<file path="src/rtl/seg_scan_pkg.sv">
// seg_scan_pkg: shared constants for the 7-segment scan capture block.
// Segment patterns are active-low: bit7=dp, bits6..0 = g,f,e,d,c,b,a.
package seg_scan_pkg;

    localparam int SEG_A  = 0;
    localparam int SEG_B  = 1;
    localparam int SEG_C  = 2;
    localparam int SEG_D  = 3;
    localparam int SEG_E  = 4;
    localparam int SEG_F  = 5;
    localparam int SEG_G  = 6;
    localparam int SEG_DP = 7;

    // Hex digit patterns with the decimal point off
    localparam logic [7:0] HEX_0 = 8'hC0;
    localparam logic [7:0] HEX_1 = 8'hF9;
    localparam logic [7:0] HEX_2 = 8'hA4;
    localparam logic [7:0] HEX_3 = 8'hB0;
    localparam logic [7:0] HEX_4 = 8'h99;
    localparam logic [7:0] HEX_5 = 8'h92;
    localparam logic [7:0] HEX_6 = 8'h82;
    localparam logic [7:0] HEX_7 = 8'hF8;
    localparam logic [7:0] HEX_8 = 8'h80;
    localparam logic [7:0] HEX_9 = 8'h90;
    localparam logic [7:0] HEX_A = 8'h88;
    localparam logic [7:0] HEX_B = 8'h83;
    localparam logic [7:0] HEX_C = 8'hC6;
    localparam logic [7:0] HEX_D = 8'hA1;
    localparam logic [7:0] HEX_E = 8'h86;
    localparam logic [7:0] HEX_F = 8'h8E;

    // All segments dark; decodes as nibble 0 without error
    localparam logic [7:0] SEG_BLANK = 8'hFF;

    typedef enum logic [1:0] {
        IDLE   = 2'd0,
        SETTLE = 2'd1,
        HOLD   = 2'd2
    } seg_state_t;

endpackage

</file>
<file path="src/rtl/seg_hex_decode.sv">
// seg_hex_decode: maps a 7-bit active-low segment pattern back to a hex nibble.
// o_hit is low when the pattern is not one the display driver can produce.
module seg_hex_decode
    import seg_scan_pkg::*;
(
    input  logic [6:0] i_pattern,
    output logic [3:0] o_nibble,
    output logic       o_hit
);

    // Reverse lookup of the hex table; a dark digit reads back as zero
    always_comb begin
        o_nibble = 4'h0;
        o_hit    = 1'b1;
        case (i_pattern)
            HEX_0[6:0]:     o_nibble = 4'h0;
            HEX_1[6:0]:     o_nibble = 4'h1;
            HEX_2[6:0]:     o_nibble = 4'h2;
            HEX_3[6:0]:     o_nibble = 4'h3;
            HEX_4[6:0]:     o_nibble = 4'h4;
            HEX_5[6:0]:     o_nibble = 4'h5;
            HEX_6[6:0]:     o_nibble = 4'h6;
            HEX_7[6:0]:     o_nibble = 4'h7;
            HEX_8[6:0]:     o_nibble = 4'h8;
            HEX_9[6:0]:     o_nibble = 4'h9;
            HEX_A[6:0]:     o_nibble = 4'hA;
            HEX_B[6:0]:     o_nibble = 4'hB;
            HEX_C[6:0]:     o_nibble = 4'hC;
            HEX_D[6:0]:     o_nibble = 4'hD;
            HEX_E[6:0]:     o_nibble = 4'hE;
            HEX_F[6:0]:     o_nibble = 4'hF;
            SEG_BLANK[6:0]: o_nibble = 4'h0;
            default:        o_hit    = 1'b0;
        endcase
    end

endmodule

</file>
<file path="src/rtl/seg_scan_capture.sv">
// seg_scan_capture: samples the scanned digit-select and segment pins and
// rebuilds the displayed hex word plus decimal points, one frame at a time.
// Optional feature macro: SEG_CAPTURE_CHANGE_EN (adds the value_changed pulse).
module seg_scan_capture
    import seg_scan_pkg::*;
#(
    parameter int NUM_DIGITS    = 8,
    parameter int STABLE_CYCLES = 4
) (
    input  logic                    clk,
    input  logic                    reset,
    input  logic [NUM_DIGITS-1:0]   figure,
    input  logic [7:0]              seg_signal,
    output logic [4*NUM_DIGITS-1:0] value,
    output logic [NUM_DIGITS-1:0]   dp_mask,
    output logic [NUM_DIGITS-1:0]   digit_valid,
    output logic                    frame_valid,
    output logic                    decode_err,
    output logic [2:0]              err_digit,
    output logic                    value_changed
);

    localparam int         IDX_W      = (NUM_DIGITS > 1) ? $clog2(NUM_DIGITS) : 1;
    localparam logic [3:0] STABLE_CNT = 4'(STABLE_CYCLES);
    localparam bit         ONE_SHOT   = (STABLE_CYCLES == 1);

    logic [NUM_DIGITS-1:0]   r_fig_s1, r_fig_s2;
    logic [7:0]              r_seg_s1, r_seg_s2;
    seg_state_t              r_state, w_next_state;
    logic [IDX_W-1:0]        r_lat_idx;
    logic [7:0]              r_lat_seg;
    logic [3:0]              r_cnt;
    logic [4*NUM_DIGITS-1:0] r_shadow;
    logic [NUM_DIGITS-1:0]   r_dp_shadow;
    logic [NUM_DIGITS-1:0]   r_digit_valid;
    logic [4*NUM_DIGITS-1:0] r_value;
    logic [NUM_DIGITS-1:0]   r_dp_mask;
    logic                    r_frame_valid;
    logic                    r_decode_err;
    logic [2:0]              r_err_digit;

    logic [NUM_DIGITS-1:0]   w_fig_low;
    logic                    w_sel_ok;
    logic [IDX_W-1:0]        w_idx;
    logic                    w_match;
    logic [3:0]              w_cnt_inc;
    logic                    w_load;
    logic                    w_inc;
    logic                    w_capture;
    logic [3:0]              w_nibble;
    logic                    w_hit;
    logic [4*NUM_DIGITS-1:0] w_shadow_next;
    logic [NUM_DIGITS-1:0]   w_dp_next;
    logic [NUM_DIGITS-1:0]   w_dv_next;
    logic                    w_frame_done;

    // Two-flop synchronisers on the display pins
    always_ff @(posedge clk) begin
        if (reset) begin
            r_fig_s1 <= '0;
            r_fig_s2 <= '0;
            r_seg_s1 <= '0;
            r_seg_s2 <= '0;
        end else begin
            r_fig_s1 <= figure;
            r_fig_s2 <= r_fig_s1;
            r_seg_s1 <= seg_signal;
            r_seg_s2 <= r_seg_s1;
        end
    end

    // One low select bit is a lit digit; none or several low is blanking
    always_comb begin
        w_fig_low = ~r_fig_s2;
        w_sel_ok  = (w_fig_low != '0) &&
                    ((w_fig_low & (w_fig_low - NUM_DIGITS'(1))) == '0);
        w_idx     = '0;
        for (int i = 0; i < NUM_DIGITS; i++) begin
            if (w_fig_low[i]) begin
                w_idx = IDX_W'(i);
            end
        end
        w_match   = (w_idx == r_lat_idx) && (r_seg_s2 == r_lat_seg);
        w_cnt_inc = r_cnt + 4'd1;
    end

    seg_hex_decode u_decode (
        .i_pattern (r_seg_s2[6:0]),
        .o_nibble  (w_nibble),
        .o_hit     (w_hit)
    );

    // FSM state register
    always_ff @(posedge clk) begin
        if (reset) begin
            r_state <= IDLE;
        end else begin
            r_state <= w_next_state;
        end
    end

    // Debounce FSM: a digit must hold index and pattern for STABLE_CYCLES samples
    always_comb begin
        w_next_state = r_state;
        w_load       = 1'b0;
        w_inc        = 1'b0;
        w_capture    = 1'b0;
        case (r_state)
            IDLE: begin
                if (w_sel_ok) begin
                    w_load       = 1'b1;
                    w_capture    = ONE_SHOT;
                    w_next_state = ONE_SHOT ? HOLD : SETTLE;
                end
            end
            SETTLE: begin
                if (!w_sel_ok) begin
                    w_next_state = IDLE;
                end else if (w_match) begin
                    w_inc = 1'b1;
                    if (w_cnt_inc == STABLE_CNT) begin
                        w_capture    = 1'b1;
                        w_next_state = HOLD;
                    end
                end else begin
                    w_load    = 1'b1;
                    w_capture = ONE_SHOT;
                    if (ONE_SHOT) begin
                        w_next_state = HOLD;
                    end
                end
            end
            HOLD: begin
                if (!w_sel_ok) begin
                    w_next_state = IDLE;
                end else if (!w_match) begin
                    w_load       = 1'b1;
                    w_capture    = ONE_SHOT;
                    w_next_state = ONE_SHOT ? HOLD : SETTLE;
                end
            end
            default: w_next_state = IDLE;
        endcase
    end

    // Shadow frame as it would look after writing the current digit
    always_comb begin
        w_shadow_next                  = r_shadow;
        w_shadow_next[w_idx*4 +: 4]    = w_nibble;
        w_dp_next                      = r_dp_shadow;
        w_dp_next[w_idx]               = ~r_seg_s2[SEG_DP];
        w_dv_next                      = r_digit_valid;
        w_dv_next[w_idx]               = 1'b1;
        w_frame_done                   = w_capture && w_hit && (&w_dv_next);
    end

    // Latch/count, capture into the shadow, and publish completed frames
    always_ff @(posedge clk) begin
        if (reset) begin
            r_lat_idx     <= '0;
            r_lat_seg     <= '0;
            r_cnt         <= '0;
            r_shadow      <= '0;
            r_dp_shadow   <= '0;
            r_digit_valid <= '0;
            r_value       <= '0;
            r_dp_mask     <= '0;
            r_frame_valid <= 1'b0;
            r_decode_err  <= 1'b0;
            r_err_digit   <= '0;
        end else begin
            r_frame_valid <= 1'b0;
            r_decode_err  <= 1'b0;
            if (w_load) begin
                r_lat_idx <= w_idx;
                r_lat_seg <= r_seg_s2;
                r_cnt     <= 4'd1;
            end else if (w_inc) begin
                r_cnt <= w_cnt_inc;
            end
            if (w_capture) begin
                if (w_hit) begin
                    r_shadow    <= w_shadow_next;
                    r_dp_shadow <= w_dp_next;
                    if (w_frame_done) begin
                        r_value       <= w_shadow_next;
                        r_dp_mask     <= w_dp_next;
                        r_frame_valid <= 1'b1;
                        r_digit_valid <= '0;
                    end else begin
                        r_digit_valid <= w_dv_next;
                    end
                end else begin
                    r_decode_err <= 1'b1;
                    r_err_digit  <= 3'(w_idx);
                end
            end
        end
    end

`ifdef SEG_CAPTURE_CHANGE_EN
    logic [4*NUM_DIGITS-1:0] r_prev_value;
    logic [NUM_DIGITS-1:0]   r_prev_dp;
    logic                    r_have_prev;
    logic                    r_value_changed;

    // Compare each new frame to the previous one; the first frame always counts as a change
    always_ff @(posedge clk) begin
        if (reset) begin
            r_prev_value    <= '0;
            r_prev_dp       <= '0;
            r_have_prev     <= 1'b0;
            r_value_changed <= 1'b0;
        end else begin
            r_value_changed <= 1'b0;
            if (w_frame_done) begin
                r_value_changed <= !r_have_prev ||
                                   (w_shadow_next != r_prev_value) ||
                                   (w_dp_next != r_prev_dp);
                r_prev_value    <= w_shadow_next;
                r_prev_dp       <= w_dp_next;
                r_have_prev     <= 1'b1;
            end
        end
    end

    assign value_changed = r_value_changed;
`else
    assign value_changed = 1'b0;
`endif

    assign value       = r_value;
    assign dp_mask     = r_dp_mask;
    assign digit_valid = r_digit_valid;
    assign frame_valid = r_frame_valid;
    assign decode_err  = r_decode_err;
    assign err_digit   = r_err_digit;

endmodule

</file>
<file path="config.mk">
export PLATFORM = sky130hd
export DESIGN_NAME = seg_scan_capture
export DESIGN_NICKNAME = d
export VERILOG_FILES = /design/src/rtl/seg_scan_pkg.sv /design/src/rtl/seg_hex_decode.sv /design/src/rtl/seg_scan_capture.sv
export SDC_FILE = /design/constraint.sdc
export NUM_CORES = 1
export LEC_CHECK = 0
export ABC_CLOCK_PERIOD_IN_PS = 4300
export CAP_MARGIN = 40
export CORE_MARGIN = 1
export CORE_UTILIZATION = 50
export DETAILED_ROUTE_END_ITERATION = 8
export MAX_ROUTING_LAYER = met4
export PLACE_DENSITY = 0.72
export SYNTH_ARGS = -nofsm -noshare
export SYNTH_HDL_FRONTEND = slang
export SYNTH_HIERARCHICAL = 1
export SYNTH_SLANG_ARGS = --single-unit
export TNS_END_PERCENT = 100
</file>
<file path="constraint.sdc">
create_clock -name clk -period 4.3 [get_ports clk]
set_clock_uncertainty 0.2 [all_clocks]
set_input_delay 0.86 -clock clk [delete_from_list [all_inputs] [get_ports clk]]
set_output_delay 0.86 -clock clk [all_outputs]
set_load 0.01 [all_outputs]
</file>
* Word-level counts from Yosys, hierarchy flattened
Index checks and enable logic that the tools add are counted. W data, S select, Z words.
Cells by class: add/subtract/negate cells 3, $lt $le $gt $ge 2, equality and inequality tests 25, shifts and indexed selects 2, mux-type cells 36, bitwise logic cells 6, reductions and logical operators 20
Operator list (count):
- $pmux W4 S15 | 1
- $eq A7 B7 Y1 const B | 5
- $neg A5 Y34 | 1
- $shift A4 B34 Y32 const A | 1
- $shiftx A4 B34 Y32 | 1
- $bwmux W32 | 1
- $eq A7 B5 Y1 const B | 3
- $eq A7 B6 Y1 const B | 3
- $mux W3 | 6
- $mux W1 | 17
- $reduce_or A17 Y1 | 1
- $eq A7 B2 Y1 const B | 2
- $eq A7 B4 Y1 const B | 2
- $mux W2 | 6
- $ne A3 B3 Y1 const B | 3
- $and A8 B8 Y8 | 1
- $bwmux W8 | 1
- $eq A8 B8 Y1 | 1
- $logic_not A8 Y1 | 1
- $mux W8 | 1
- $not A8 Y8 | 1
- $or A8 B8 Y8 | 1
- $reduce_and A8 Y1 | 1
- $reduce_bool A8 Y1 | 1
- 23 further kinds | 32
Word-level totals: register bits after elaboration 142, input port bits 18

* Depth between registers and ports, before layout
Gate-level depths: netlist (run 1).
word-level depth 16, depth in mapped cells 11

* Modules after synthesis
The synthesis (run 1) kept the hierarchy.
By module, submodules not included:
- seg_scan_capture | times used 1, cells each 711, area an instance 6618.8 um^2
- seg_hex_decode | times used 1, cells each 53, area an instance 389.1 um^2

* Worst setup path after synthesis (run 1)
No wires, ideal clock.
path kind register to register, start reg r_fig_s2[6], end reg r_shadow[16], library setup time 0.072 ns, arrival time 2.793 ns, setup slack 1.235 ns, cell stages (with the launch flop) 12, period minus slack after synthesis 3.065 ns, cell sequence dfxtp_1 nor2b_1 buf_2 a31o_2 clkbuf_1 ha_1 ha_1 clkbuf_1 nor4_2 and3_1 clkbuf_1 mux2i_1
On the way: longest elaborated chain between the ends 9, elaborated cells on any way between the ends 18
Ends and longest elaborated chain:
- start, declared | line seg_scan_capture.sv:27 | logic [NUM_DIGITS-1:0] r_fig_s1, r_fig_s2;
- start signal, assigned | line seg_scan_capture.sv:66 | r_fig_s2 <= r_fig_s1;
- $not A8 Y8 * | line seg_scan_capture.sv:74 | w_fig_low = ~r_fig_s2;
- branches (longest 8 deep; another with $sub A8 B1 Y8)
- end signal, assigned | line seg_scan_capture.sv:183 | r_shadow <= w_shadow_next;
- end, declared | line seg_scan_capture.sv:33 | logic [4*NUM_DIGITS-1:0] r_shadow;
Every way passes the cells marked *. A chain may end at the register's enable or synchronous reset.

* Final worst setup path (run 1)
start reg r_seg_s2[1], end reg r_value[15], in the netlist value[15]
On the way: elaborated cells on any way between the ends 30
RTL lines:
- start, declared | line seg_scan_capture.sv:28 | logic [7:0] r_seg_s1, r_seg_s2;
- start signal, assigned | line seg_scan_capture.sv:68 | r_seg_s2 <= r_seg_s1;
- $eq A7 B4 Y1 (tied with other cells) | line seg_hex_decode.sv:15 | case (i_pattern)
- $pmux W4 S15 * | line seg_hex_decode.sv:15
- named net w_nibble[1] | line seg_scan_capture.sv:50 | logic [3:0] w_nibble;
- $shiftx A4 B34 Y32 * | line seg_scan_capture.sv:149 | w_shadow_next[w_idx*4 +: 4] = w_nibble;
- $bwmux W32 * | line seg_scan_capture.sv:149
- end signal, assigned | line seg_scan_capture.sv:186 | r_value <= w_shadow_next;
- end, declared | line seg_scan_capture.sv:36 | logic [4*NUM_DIGITS-1:0] r_value;
The timed path passes the listed nets; every way through them passes the cells marked *.

==> qor.txt, run 1 <==
H-tree lvl count - 4
First drt pass iteration count - 5
CP endpoint kind - flip-flop
Sequential area share after synthesis - 40.6%
Post-synth EDFFs - 0
Die Area - 14500 um2
Final Max Tran Viols - 0
CTS buffer count - 17
Power per Cell Area - 359 nW/um2
Period utilization - 84.9%
Post-DR wirelength/cell - 16.5 um
Synth-to-layout area growth - 19.4%
Syn Std Cell Area - 7010 um2
Hold buffers post-CTS - 0
Post-synthesis cell count - 764
Antenna violations before repair - 0
Setup Buffers After CTS - 0
Most common cell after layout, fill and taps aside - dfxtp_1
Initial Utilization - 52.1%
WS Path Type - reg2reg
PostCTS Resize Cnt - 0
Vias post-DR - 5564
Setup TNS - 0 ns
Synth Flop Type - dfxtp_1
RSZ-0062 raised after global routing - no
Clk buf depth - 2
Worst Hold Class - reg2reg
Crit-path max FO - 27
Fin crit period - 3.65 ns
Status - finished clean
Clock transition at path regs - 0.06 ns
Max Cap Viol - 0
Placed inst area - 7760 um2
Post-DP HPWL - 11.0 mm
FP Rows - 42
Setup Viol. Count Final - 0
Endpoints failing hold - 0
ANT nets after route - 0
Syn Area/Cell - 9.17 um2
Fin nets - 835
Global-route wire length before repair - 26.8 mm
Drt total wl - 16.4 mm
CTS tree - built
Layout cells sized above 1 - 10.5%
Synth unique cells - 71
Clk Tree Root Cell - clkbuf_16
Crit path DAT - 3.75 ns
Die Ht - 120 um
Sink Count - 142
Maximum number of pins on one net before global-route repair - 70
Routability cong. - 0.909
Overflow after GRT - 0
Number of global-route vias before repair - 5471
DRC - 0
Fin area - 8370 um2
Worst slew pin tran - 0.765 ns
Leakage power - 3.30 nW
Ports - 72
Drt initial violations - 300
Syn nets - 792
Slew headroom - 48.6%
GRT Util Overall - 24.2%
Fmax - 274 MHz
Ys async rst share - 0%
IO Port Bufs - 70
Setup crit start kind - flip-flop
# diodes - 0
VDD IR max - 0.341 mV
Yosys warns - 6
Worst Path Required - 4.40 ns
Core area - 13500 um2
Die Width - 120 um
Clock Latency Late Sink - 0.42 ns
Leading cell types in the layout, fill and taps excluded - dfxtp_1 (142), nand2_1 (106), mux2i_1 (91), nor2b_1 (72), clkdlybuf4s50_1 (69)
Number of synthesized register bits - 142
Vias per cell - 5.59
## Yosys cell counts (all sizes together), types with 4 or more instances
| cell | count | area [um2] |
|---|---|---|
| mux2i | 91 | 911 |
| mux2 | 34 | 383 |
| nand2b | 5 | 38.8 |
| and3 | 8 | 50.1 |
| a21oi | 8 | 40.0 |
| o21ai | 7 | 35.0 |
| inv | 15 | 56.3 |
| nor2b | 72 | 450 |
| o31ai | 5 | 42.5 |
| or4 | 5 | 41.3 |
| a31oi | 8 | 50.1 |
| dfxtp | 142 | 2840 |
| nor3b | 8 | 65.1 |
| nor3 | 17 | 95.1 |
| nand2 | 106 | 398 |
| o211ai | 11 | 92.6 |
| clkbuf | 33 | 124 |
| nand4 | 6 | 52.6 |
| nor4b | 5 | 43.8 |
| nand3 | 18 | 90.1 |
| a211oi | 9 | 77.6 |
| buf | 23 | 144 |
| ha | 10 | 125 |
| nor4 | 8 | 56.3 |
| nor2 | 50 | 188 |
| xor2 | 12 | 105 |
| o21bai | 4 | 30.0 |
## per-stage QoR
step                      setup WS (ns)  utilization, %  hold slack (ns)  std cells  power, mW
after global routing              0.397            62.2            0.253        996       3.10
after floorplan                    1.23               -            0.214        764       1.47
after global placement            0.767            57.7            0.219        964       1.51
final                             0.650            62.2            0.232        996       3.00
after CTS                         0.697            62.2            0.235        996       3.03
after detailed placement          0.743            57.7            0.221        964       1.51
## layout make-up
type / count / area, um2
Clock inverter: 15 / 188
Multi-Input combinational cell: 549 / 3840
Tap cell: 176 / 220
Fill cell: 1172 / 5080
Sequential cell: 142 / 2840
Clock buffer: 17 / 425
Timing Repair Buffer: 80 / 786
Inverter: 17 / 68.8
## power breakdown
part	internal, mW	total (mW)	switching, mW	leakage [nW]
Clock	0.921	1.52	0.599	0.302
Combinational	0.0511	0.135	0.0838	1.85
Sequential	1.33	1.35	0.0200	1.15
## cells by family after synthesis
group / Yosys count / synth area share [%]
AND/OR/NAND/NOR: 323 / 24.2
flip-flops: 142 / 40.6
multiplexers: 125 / 18.5
AO/OA/AOI/OAI: 76 / 8.41
buffers and inverters: 73 / 4.80
XOR/XNOR: 14 / 1.75
adder cells (fa/ha/maj): 10 / 1.79
other: 1 / 0.0535
## metal layers
layer | part of all wire (%) | GRT usage (%) | vias up | routed length, um
met5 | 0 | - | - | 0
met4 | 2.0 | 9.03 | 0 | 330
met3 | 5.6 | 6.32 | 30 | 912
met2 | 48 | 40.1 | 172 | 7900
met1 | 44 | 28.3 | 2642 | 7240
li1 | - | - | 2720 | -
## flip-flops by register name (all words and copies together) (netlist names), 2 cells and up
name and cells:
r_lat_seg 8, r_state 2, r_fig_s1 8, value 32, digit_valid 8, err_digit 3, r_cnt 4, r_seg_s1 8
r_dp_shadow 8, dp_mask 8, r_seg_s2 8, r_shadow 32, r_fig_s2 8, r_lat_idx 3
## worst max-delay path: stages, from the launching register on
cell	delay [ns]
dfxtp_1	0.68
nor4b_1	0.29
mux2i_1	0.15
o221ai_2	0.34
or4_1	0.32
inv_1	0.16
a211oi_2	0.32
nand3_2	0.39
buf_12	0.32
mux2_1	0.33
## path summary, 6_finish.rpt
kind	startpoint	endpoint	slack (ns)	cells after the start
min	r_fig_s1[0]	r_fig_s2[0]	0.23	1
max	r_seg_s2[1]	value[15]	0.65	9
min reg2reg	r_fig_s1[0]	r_fig_s2[0]	0.23	1
max reg2reg	r_seg_s2[1]	value[15]	0.65	9
(Power assumes the default switching activity.)
==> inputs of run 2 (changes only) <==
ABC_CLOCK_PERIOD_IN_PS = 3560   (was 4300)
clock period = 3.56 ns   (was 4.3 ns; I/O delays follow)
==> run 2 against run 1 <==
Worst hold slack is essentially flat. Critical endpoint is now value[30]. Power grew 24%. Highest routed layer unchanged. Wire length shrank 2.9%. Via count is 1.7% higher. Non-clock buffer count is 12 higher. Combinational power rose by 25%. Largest cell class unchanged. Sequential cell count stayed put. Global-route usage fell by 0.30 points.
==> qor.txt, run 2 (synthesized netlist as in run 1, its figures left out) <==
Leakage power - 3.38 nW
Die Ht - 120 um
# diodes - 0
WS Path Type - reg2reg
DRC - 0
Setup Buffers After CTS - 0
Switching Power - 0.792 mW
Clock Latency Late Sink - 0.42 ns
Layout cells sized above 1 - 12.0%
Min-Delay Endpoint - r_fig_s2[6]
Number of global-route vias before repair - 5583
Flop-to-flop setup slack - 0.18 ns
Cell depth of the worst min-delay path - 1
Setup crit start kind - flip-flop
Fin nets - 847
Final non-filler cell total - 1008
Clk Tree Root Cell - clkbuf_16
H-tree lvl count - 4
Hold WS - 0.232 ns
Initial Utilization - 52.1%
Drt initial violations - 402
Vias post-DR - 5657
HP Start - r_fig_s1[6]
Die Width - 120 um
Vias per cell - 5.61
Fin crit period - 3.38 ns
Status - finished clean
Setup TNS - 0 ns
Worst R2R Start - r_seg_s2[0]
Global-route wire length before repair - 26.6 mm
Placed Cells - 976
Clk buf depth - 2
Max Cap Viol - 0
Internal - 2.95 mW
CTS tree - built
Slew headroom - 47.0%
Worst slew pin tran - 0.788 ns
Core area - 13500 um2
Routability cong. - 0.918
Leading cell types in the layout, fill and taps excluded - dfxtp_1 (140), nand2_1 (106), mux2i_1 (91), nor2b_1 (72), clkdlybuf4s50_1 (69)
Combinational fraction of design power - 4.5%
Clock share of power - 51.9%
Maximum number of pins on one net before global-route repair - 53
IO Port Bufs - 70
Antenna violations before repair - 0
Post-DR wirelength/cell - 15.8 um
Fmax - 296 MHz
GRT Util Overall - 24.0%
CP endpoint kind - flip-flop
Worst r2r dst - value[30]
Clock transition at path regs - 0.06 ns
Drt total wl - 15.9 mm
Crit path DAT - 3.48 ns
Worst Hold Class - reg2reg
Sink Count - 142
Ports - 72
ANT nets after route - 0
Most common cell after layout, fill and taps aside - dfxtp_1
Sequential power share - 43.6%
Overflow after GRT - 0
Endpoints failing hold - 0
RSZ-0062 raised after global routing - no
CTS buffer count - 17
Crit-path max FO - 18
Die Area - 14500 um2
First drt pass iteration count - 5
Final core occ - 63.2%
FP Rows - 42
Setup Viol. Count Final - 0
Post-DP HPWL - 10.9 mm
Worst Path Required - 3.66 ns
Reg2reg path depth - 9
Switching portion of total power - 21.2%
Period utilization - 94.9%
Power per Cell Area - 440 nW/um2
Final Max Tran Viols - 0
VDD IR max - 0.357 mV
Synth-to-layout area growth - 21.3%
-- run 2: changes by cell type in the layout (fill, tap and decap cells not counted), sizes merged --
cell,previous run,this run
buf,11,23
bufinv,3,5
clkbuf,17,20
clkinv,10,6
clkinvlp,0,2
inv,19,16
-- run 2: worst max path at each step --
stage / startpoint / endpoint / depth (start not counted)
after floorplan: r_fig_s2[6] / r_shadow[16] / 11
after global placement: r_seg_s2[2] / value[30] / 9
after detailed placement: r_seg_s2[2] / value[30] / 9
after CTS: r_seg_s2[2] / value[30] / 9
after global routing: r_seg_s2[6] / value[30] / 9
final: r_seg_s2[0] / value[30] / 9
-- run 2: layout make-up --
cell class | count | area, um2
Clock inverter | 12 | 190
Sequential cell | 142 | 2850
Tap cell | 176 | 220
Clock buffer | 20 | 457
Inverter | 17 | 68.8
Timing Repair Buffer | 92 | 876
Multi-Input combinational cell | 549 | 3850
Fill cell | 1132 | 4950
-- run 2: layer usage --
layer	vias to the layer above	wire length, um	track usage (%)
li1	2752	-	-
met1	2698	7170	29.9
met2	171	7560	37.0
met3	36	796	4.43
met4	0	397	12.6
met5	-	0	-
-- run 2: repair_timing --
action | CTS | global route
resized for setup | 0 | 3
hold buffers | 0 | 0
setup endpoints to repair | 0 | 1
-- run 2: power by group through the flow --
stage,combinational [mW],clock [mW],sequential [mW]
after CTS,0.168,1.98,1.63
final,0.169,1.94,1.63
after global routing,0.187,2.04,1.63
after floorplan,0.127,0,1.65
after global placement,0.163,0,1.66
after detailed placement,0.166,0,1.66
-- run 2: metrics by stage --
stage | total power [mW] | setup slack, ns | area (um2)
after CTS | 3.77 | 0.157 | 8490
after floorplan | 1.78 | 0.495 | 7010
final | 3.74 | 0.183 | 8500
after detailed placement | 1.83 | 0.175 | 7850
after global routing | 3.86 | 0.0125 | 8500
after global placement | 1.82 | 0.337 | 7850
-- run 2: critical path, cell delays in order (launching register included) --
cell and delay (ns):
dfxtp_1 0.70, nor3b_1 0.14, o211ai_2 0.18, o221ai_2 0.18
or4_1 0.67, inv_1 0.21, a211oi_2 0.08, buf_4 0.24
and3_1 0.29, mux2_1 0.35
==> inputs of run 3 (changes only) <==
CAP_MARGIN = 20   (was 40)
REMOVE_ABC_BUFFERS = 1   (was default)
==> run 3 against run 2 <==
Final cell count rose by 0.20%. Worst hold slack gained 0.0019 ns. Design area is essentially flat. Maximum frequency rose by 0.46%. First-iteration DRC count grew 23%. Core utilization barely moved.
==> qor.txt, run 3 (synthesized netlist as in run 1, its figures left out) <==
Status - finished clean
# diodes - 0
Post-DR wirelength/cell - 15.7 um
Max incr delay on CP - 0.69 ns
Switching Power - 0.802 mW
H-tree lvl count - 4
Switching portion of total power - 21.7%
Fin crit period - 3.36 ns
HP Start - r_seg_s1[3]
CTS tree - built
Leakage power - 3.38 nW
Worst R2R Start - r_seg_s2[0]
ANT nets after route - 0
Antenna violations before repair - 0
Internal - 2.90 mW
DRC - 0
Min-Delay Endpoint - r_seg_s2[3]
Power per Cell Area - 435 nW/um2
Most common cell after layout, fill and taps aside - dfxtp_1
Flop-to-flop setup slack - 0.20 ns
Final Max Tran Viols - 0
CP Depth - 9
Die Width - 120 um
Drt initial violations - 495
Worst r2r dst - value[30]
Period utilization - 94.4%
Reg area - 2840 um2
Cell depth of the worst min-delay path - 1
Multi-input gate area - 3840 um2
Maximum number of pins on one net before global-route repair - 75
Crit path DAT - 3.48 ns
Hold WS - 0.233 ns
Final core occ - 63.3%
Clock share of power - 51.4%
CTS buffer count - 17
Vias per cell - 5.55
WS Path Type - reg2reg
Endpoints failing hold - 0
Fin nets - 849
Slew headroom - 26.9%
Worst slew pin tran - 1.10 ns
Synth-to-layout area growth - 21.4%
Reg2reg path depth - 9
Core area - 13500 um2
Worst Path Required - 3.67 ns
Slowest cell on crit path - dfxtp_1
GRT Util Overall - 23.6%
Met3 Resource Use GR - 5.99%
GRT met2 Usage - 37.5%
Clock transition at path regs - 0.06 ns
Hold buffers post-CTS - 0
VDD IR max - 0.309 mV
Worst path cell trace - nor3b_1, o211ai_2, o221ai_2, or4_1, inv_1, a211oi_2, buf_4, and3_1, mux2_1
Sequential power share - 44.0%
Sink Count - 142
Clk Tree Root Cell - clkbuf_16
CP top delay family - simple AND/OR/NAND/NOR gates
Routability cong. - 0.875
Crit-path max FO - 18
Clock Latency Late Sink - 0.43 ns
Vias post-DR - 5608
Setup crit start kind - flip-flop
Number of global-route vias before repair - 5429
Initial Utilization - 52.1%
Combinational fraction of design power - 4.6%
Drt total wl - 15.9 mm
Die Area - 14500 um2
First drt pass iteration count - 5
RSZ-0062 raised after global routing - no
Overflow after GRT - 0
GR Util met1 - 29.2%
FP Rows - 42
Max Cap Viol - 0
PostCTS Resize Cnt - 0
IO Port Bufs - 70
Die Ht - 120 um
Clk buf depth - 2
Crit path buf inv count - 2
Setup Buffers After CTS - 0
Post-DP HPWL - 11.0 mm
Ports - 72
Fillcell total - 1133
Worst Hold Class - reg2reg
CP endpoint kind - flip-flop
Fmax - 297 MHz
Setup Viol. Count Final - 0
Layout cells sized above 1 - 12.0%
Global-route wire length before repair - 26.1 mm
Most Crowded Layer GR - met2
Leading cell types in the layout, fill and taps excluded - dfxtp_1 (141), nand2_1 (106), mux2i_1 (91), nor2b_1 (72), clkdlybuf4s50_1 (69)
run 3: area by class of cell:
cell class / instances / area share, %
flip-flops and latches: 142 / 33.4
well taps: 176 / 2.59
clock inverters: 11 / 1.91
clock buffers: 21 / 5.53
inverters: 17 / 0.809
repair buffers: 94 / 10.6
multi-input cells: 549 / 45.1
run 3: worst max path at each step:
stage / start / to
after floorplan: r_fig_s2[7] / dp_mask[1]
after detailed placement: r_seg_s2[3] / value[30]
after global placement: r_seg_s2[3] / value[30]
after global routing: r_seg_s2[5] / value[30]
final: r_seg_s2[0] / value[30]
after CTS: r_seg_s2[3] / value[30]
run 3: through the flow:
step | area [um2] | cells | power [mW] | setup TNS, ns | setup slack [ns]
CTS | 8510 | 1010 | 3.72 | 0 | 0.151
global placement | 7880 | 978 | 1.82 | 0 | 0.312
finish | 8510 | 1010 | 3.70 | 0 | 0.198
floorplan | 6740 | 708 | 1.75 | -84.25 | -1.93
detailed placement | 7880 | 978 | 1.83 | 0 | 0.179
global route | 8510 | 1010 | 3.81 | 0 | 0.0330
run 3: per-layer routing:
layer,up-vias,share of wire (%)
met5,-,0
met4,0,1.9
met3,29,4.9
met2,164,48
met1,2662,46
li1,2753,-
run 3: power by group through the flow:
stage               logic, mW  registers, mW  clock network, mW
finish                  0.171           1.63               1.90
global route            0.187           1.63               2.00
CTS                     0.170           1.63               1.92
detailed placement      0.169           1.66                  0
global placement        0.163           1.66                  0
floorplan              0.0897           1.66                  0
